==> src/rtl/wb_result_demux.sv <==
// Registered 1-to-4 write-back demultiplexer: 2-entry input FIFO feeding a one-word
// output register with one-hot channel valid, plus delivery/drop counters and illegal-code flag.
module wb_result_demux #(
    parameter int unsigned DEPTH = 2
) (
    input  logic        i_clk,
    input  logic        i_rst,
    input  logic        i_in_valid,
    output logic        o_in_ready,
    input  logic [2:0]  i_in_sel,
    input  logic [31:0] i_in_data,
    output logic [3:0]  o_out_valid,
    input  logic [3:0]  i_out_ready,
    output logic [31:0] o_out_data,
    output logic [15:0] o_deliv_cnt,
    output logic [7:0]  o_drop_cnt,
    output logic        o_err,
    output logic [2:0]  o_err_sel
);

    logic [2:0]  r_fifo_sel  [DEPTH];
    logic [31:0] r_fifo_data [DEPTH];
    logic        r_wptr;
    logic        r_rptr;
    logic [1:0]  r_count;
    logic [3:0]  r_out_valid;
    logic [31:0] r_out_data;
    logic [15:0] r_deliv_cnt;
    logic [7:0]  r_drop_cnt;
    logic        r_err;
    logic [2:0]  r_err_sel;

    logic        w_push;
    logic        w_head_valid;
    logic [2:0]  w_head_sel;
    logic [31:0] w_head_data;
    logic        w_xfer;
    logic        w_drop;
    logic        w_illegal;
    logic        w_load;
    logic        w_pop;

    // in_ready depends only on registered occupancy, never on out_ready
    assign o_in_ready   = (32'(r_count) < DEPTH);
    assign w_push       = i_in_valid && o_in_ready;
    assign w_head_valid = (r_count != 2'd0);
    assign w_head_sel   = r_fifo_sel[r_rptr];
    assign w_head_data  = r_fifo_data[r_rptr];
    assign w_xfer       = |(r_out_valid & i_out_ready);

    // Discards never touch the output register, so they may pop past a stalled word
    assign w_drop    = w_head_valid && w_head_sel[2];
    assign w_illegal = w_drop && (w_head_sel[1:0] != 2'd0);
    assign w_load    = w_head_valid && !w_head_sel[2] && ((r_out_valid == 4'd0) || w_xfer);
    assign w_pop     = w_drop || w_load;

    always_ff @(posedge i_clk) begin
        if (w_push) begin
            r_fifo_sel[r_wptr]  <= i_in_sel;
            r_fifo_data[r_wptr] <= i_in_data;
        end
    end

    always_ff @(posedge i_clk) begin
        if (i_rst) begin
            r_wptr      <= 1'b0;
            r_rptr      <= 1'b0;
            r_count     <= 2'd0;
            r_out_valid <= 4'd0;
            r_out_data  <= 32'd0;
            r_deliv_cnt <= 16'd0;
            r_drop_cnt  <= 8'd0;
            r_err       <= 1'b0;
            r_err_sel   <= 3'd0;
        end else begin
            if (w_push) begin
                r_wptr <= ~r_wptr;
            end
            if (w_pop) begin
                r_rptr <= ~r_rptr;
            end
            if (w_push && !w_pop) begin
                r_count <= r_count + 2'd1;
            end else if (!w_push && w_pop) begin
                r_count <= r_count - 2'd1;
            end

            if (w_load) begin
                r_out_valid <= 4'b0001 << w_head_sel[1:0];
                r_out_data  <= w_head_data;
            end else if (w_xfer) begin
                r_out_valid <= 4'd0;
            end

            if (w_xfer) begin
                r_deliv_cnt <= r_deliv_cnt + 16'd1;
            end
            if (w_drop && (r_drop_cnt != 8'hFF)) begin
                r_drop_cnt <= r_drop_cnt + 8'd1;
            end
            if (w_illegal) begin
                r_err <= 1'b1;
                if (!r_err) begin
                    r_err_sel <= w_head_sel;
                end
            end
        end
    end

    assign o_out_valid = r_out_valid;
    assign o_out_data  = r_out_data;
    assign o_deliv_cnt = r_deliv_cnt;
    assign o_drop_cnt  = r_drop_cnt;
    assign o_err       = r_err;
    assign o_err_sel   = r_err_sel;

endmodule

==> config.mk <==
export PLATFORM = sky130hd
export DESIGN_NAME = wb_result_demux
export DESIGN_NICKNAME = d
export VERILOG_FILES = /design/src/rtl/wb_result_demux.sv
export SDC_FILE = /design/constraint.sdc
export NUM_CORES = 1
export LEC_CHECK = 0
export ABC_AREA = 1
export BUFFER_PORTS_ARGS = -buffer_cell sky130_fd_sc_hd__clkbuf_2
export CAP_MARGIN = 30
export CELL_PAD_IN_SITES_DETAIL_PLACEMENT = 0
export CELL_PAD_IN_SITES_GLOBAL_PLACEMENT = 1
export CORE_UTILIZATION = 25
export DETAILED_ROUTE_END_ITERATION = 7
export GPL_TIMING_DRIVEN = 0
export HOLD_SLACK_MARGIN = 0.06
export MAX_ROUTING_LAYER = met4
export PLACE_DENSITY = 0.55
export SLEW_MARGIN = 20
export SYNTH_ARGS = -nofsm -noshare
export SYNTH_HDL_FRONTEND = slang
export SYNTH_SLANG_ARGS = --single-unit
==> constraint.sdc <==
create_clock -name i_clk -period 2.2 [get_ports i_clk]
set_input_delay 0.11 -clock i_clk [delete_from_list [all_inputs] [get_ports i_clk]]
set_output_delay 0.11 -clock i_clk [all_outputs]
set_load 0.01 [all_outputs]
==> run summary <==
TIMING
----------------------------------------------------------------------------------
Number of setup violations in the final report                                   0
Final hold violations                                                            0
Worst Tran Pin Value                                                     0.6808 ns
Fin worst setup slack                                                    0.2036 ns
Time the final worst path needs with I/O delays and setup                 1.996 ns
Pins Over Slew Limit                                                             0
Post-route clock skew                                                  0.008773 ns
Final cycle utilization of the critical path                                90.75%
Total Negative Setup Slacks                                                   0 ns
Worst slew margin                                                           54.61%
Unrepaired setup endpoints after global routing                              false
Fmax                                                                     500.9 MHz

SYNTH
----------------------------------------------------------------------------------
Syn_nets                                                                       653
Most common cell in the netlist                                       sky130_fd_sc_hd__nand2_1
Number of cells produced by synthesis                                          608
Dominant cells by area after synthesis                                sky130_fd_sc_hd__edfxtp_1 (38%), sky130_fd_sc_hd__dfxtp_1 (25%), sky130_fd_sc_hd__nand2_1 (12%), sky130_fd_sc_hd__nor2_1 (8.1%), sky130_fd_sc_hd__o21ai_0 (3.2%)
Top cell types by occurrence after synthesis                          sky130_fd_sc_hd__nand2_1 (176), sky130_fd_sc_hd__nor2_1 (119), sky130_fd_sc_hd__edfxtp_1 (70)
Mapped cell area                                                        5545 sq um
Async SR Flop Fraction                                                          0%
Largest area contributor in the synthesized netlist                   sky130_fd_sc_hd__edfxtp_1
Sequential element share of the synthesized area                            62.82%
Number of enable-type register cells in the synthesized netlist                 70
Yosys top cell area share                                                   37.91%
Main synth FF type                                                    sky130_fd_sc_hd__edfxtp_1
Mean Syn Cell Area                                                     9.121 sq um
Number of different library cells in the post-synthesis netlist                 29
#FFs+latches synth                                                             139
Warnings from Yosys                                                              0

CLOCKING
----------------------------------------------------------------------------------
TritonCTS clock tree                                                         built
Maximum clock insertion buffer count                                             2
Buffer type at the clock tree root                                    sky130_fd_sc_hd__clkbuf_16
Number of buffers added by the clock tree synthesis step                        17
Maximum level of the CTS H-tree                                                  4
Clk slew on worst S/H paths                                                0.06 ns
Clock latency on the worst-skew pair                                       0.42 ns
Clock net sink count                                                           139

PLACED DESIGN
----------------------------------------------------------------------------------
Final weighted congestion in routability-driven placement                   0.7813
Worst setup slack after placement                                        0.1071 ns
Standard cell area after detailed placement                             6481 sq um
Half-perimeter wire length after placement                                 9479 um
IO buf count                                                                   106

DIE
----------------------------------------------------------------------------------
Die Span Y                                                                150.9 um
Area of the placeable core                                             21760 sq um
Starting utilization of the core area                                       25.49%
Floorplan die area                                                     22780 sq um
Num ports                                                                      107
Cell Rows                                                                       54
Die Wd                                                                    150.9 um

SETUP PATH
----------------------------------------------------------------------------------
Sum of buffers and inverters on the critical path                                2
Crit Path Class                                                       flop to flop
Top cell family by delay on the critical path                         simple AND/OR/NAND/NOR gates
Crit-path slowest cell                                                sky130_fd_sc_hd__edfxtp_1
Launching element type of the critical path                                   flop
Required arrival time at the worst endpoint                                2.51 ns
Maximum fanout encountered on the critical timing path                          10
Critical path endpoint category                                               flop
List of cells traversed by the critical path                          nand2_1, nand2_4, nor2_8, nand2_4, inv_4, buf_6, nor2_1, ha_1, a21oi_1, o21ai_0, o21ai_1, a21oi_1
Delay of the slowest cell on the worst path                                0.36 ns
Arrival time at the worst endpoint                                         2.30 ns

POWER
----------------------------------------------------------------------------------
Power density of the placed cells                                     1244 nW/um^2
Leakage Power                                                             3.164 nW
Overall power                                                             9.287 mW
Worst voltage drop across the vdd grid                                    592.2 uV

FINISH
----------------------------------------------------------------------------------
Nets                                                                           817
Diode count                                                                      0
Signed area change from the synthesized netlist to the final layout         34.66%
Area of all placed cells without fillers                                7467 sq um
Final core area utilization                                                 34.32%
Fraction of final layout cells with drive strength greater than 1           21.78%

DRT
----------------------------------------------------------------------------------
DRC Markers                                                                      0
Vias per std cell                                                            4.144
Count of TritonRoute iterations in the first routing pass                        4
Final wirelength                                                          13640 um
Total vias in the final route                                                 4413
Wire length per cell                                                      12.81 um
1st-iter DRT viols                                                             176
Detail Route Antenna Nets                                                        0

GLOBAL ROUTING
----------------------------------------------------------------------------------
Overall Global Routing Usage                                                13.08%
Global-route wire length before repair                                    21380 um
Vias in the first global route                                                4197
Largest net degree at the start of global routing                               23
Remaining global-route overflow                                                  0
Number of antenna violations at the first check in global routing                0

WORST HOLD PATH
----------------------------------------------------------------------------------
Worst hold-check path type                                            input pin to flop

OUTCOME
----------------------------------------------------------------------------------
Run status                                                            finished, final reports clean

RUN
----------------------------------------------------------------------------------
Maximum capacitance violations                                                   0

-- layout make-up --
class | count | area [sq um]
fillers | 2253 | 14290
repair buffers | 145 | 938.4
inverters | 41 | 156.4
clock buffers | 19 | 432.9
flip-flops and latches | 139 | 3487
well taps | 280 | 350.3
clock inverters | 13 | 181.4
plain buffers | 20 | 115.1
multi-input cells | 408 | 1805
-- stage by stage --
stage                     hold slack, ns  std cells
after CTS                         0.1467       1064
after global placement            0.3016        994
after floorplan                   0.1791        608
final                             0.1423       1065
after global routing              0.1582       1065
after detailed placement          0.3030        996
-- cells in the final DEF (no fill, tap or decap), types with 5 or more instances in the layout --
cell type and n:
sky130_fd_sc_hd__a21oi_1 22, sky130_fd_sc_hd__o21ai_0 34, sky130_fd_sc_hd__nor3_1 5, sky130_fd_sc_hd__nor2_1 117
sky130_fd_sc_hd__dfxtp_1 66, sky130_fd_sc_hd__nand2_1 176, sky130_fd_sc_hd__inv_1 38, sky130_fd_sc_hd__buf_2 5
sky130_fd_sc_hd__clkbuf_16 17, sky130_fd_sc_hd__o21ai_1 8, sky130_fd_sc_hd__clkbuf_2 106, sky130_fd_sc_hd__dlygate4sd3_1 36
sky130_fd_sc_hd__clkbuf_1 10, sky130_fd_sc_hd__edfxtp_1 70, sky130_fd_sc_hd__nand3_1 17
-- state kept, by name, indices dropped and copies added, names as in the netlist, named ones only --
register,cells
r_fifo_data,64
o_drop_cnt,8
o_deliv_cnt,16
o_out_valid,4
o_err,1
r_wptr,1
r_fifo_sel,6
o_out_data,32
r_count,2
o_err_sel,3
r_rptr,1
-- repair_timing --
action,in CTS,in global routing
hold buffers,36,0
setup buffers,0,1
endpoints found under the setup margin,0,1
hold endpoints to repair,74,0
resized for setup,0,4
-- power by group --
group	internal [mW]	switching [mW]	total, mW
registers	3.31	0.287	3.60
logic	0.993	1.70	2.69
clock network	1.82	1.17	2.99
total	6.12	3.16	9.29
-- routing by layer --
layer	global-route usage (%)	wire (um)	vias up
met1	15.14	6122	2007
li1	-	-	2289
met2	21.31	6609	101
met4	4.650	182	0
met5	-	0	-
met3	4.096	726	16
-- path summary, 6_finish.rpt --
kind / from / endpoint / slack [ns] / cells after the start
hold reg to reg: o_err_sel[2] / o_err_sel[2] / 0.45 / 2
setup / recovery: r_fifo_sel[1][2] / r_count[1] / 0.20 / 12
hold / removal: i_out_ready[3] / o_out_valid[3] / 0.14 / 6
setup reg to reg: r_fifo_sel[1][2] / r_count[1] / 0.20 / 12
-- tightest hold or removal path: cells and delay by family --
family	cells	cell delay [ns]
and+or+nand+nor	4	0.27
buffers and inverters	1	0.08
AOI/OAI and AO/OA	1	0.05
-- cell families after synthesis --
kind of cell    Yosys count  synth area share, %
simple gates            336                25.05
flops                   139                62.82
compound gates           66                6.092
buf+inv                  61                4.896
xor+xnor                  3               0.4739
fa+ha+maj                 3               0.6770
Note: power is estimated with default switching activity, not from simulation.
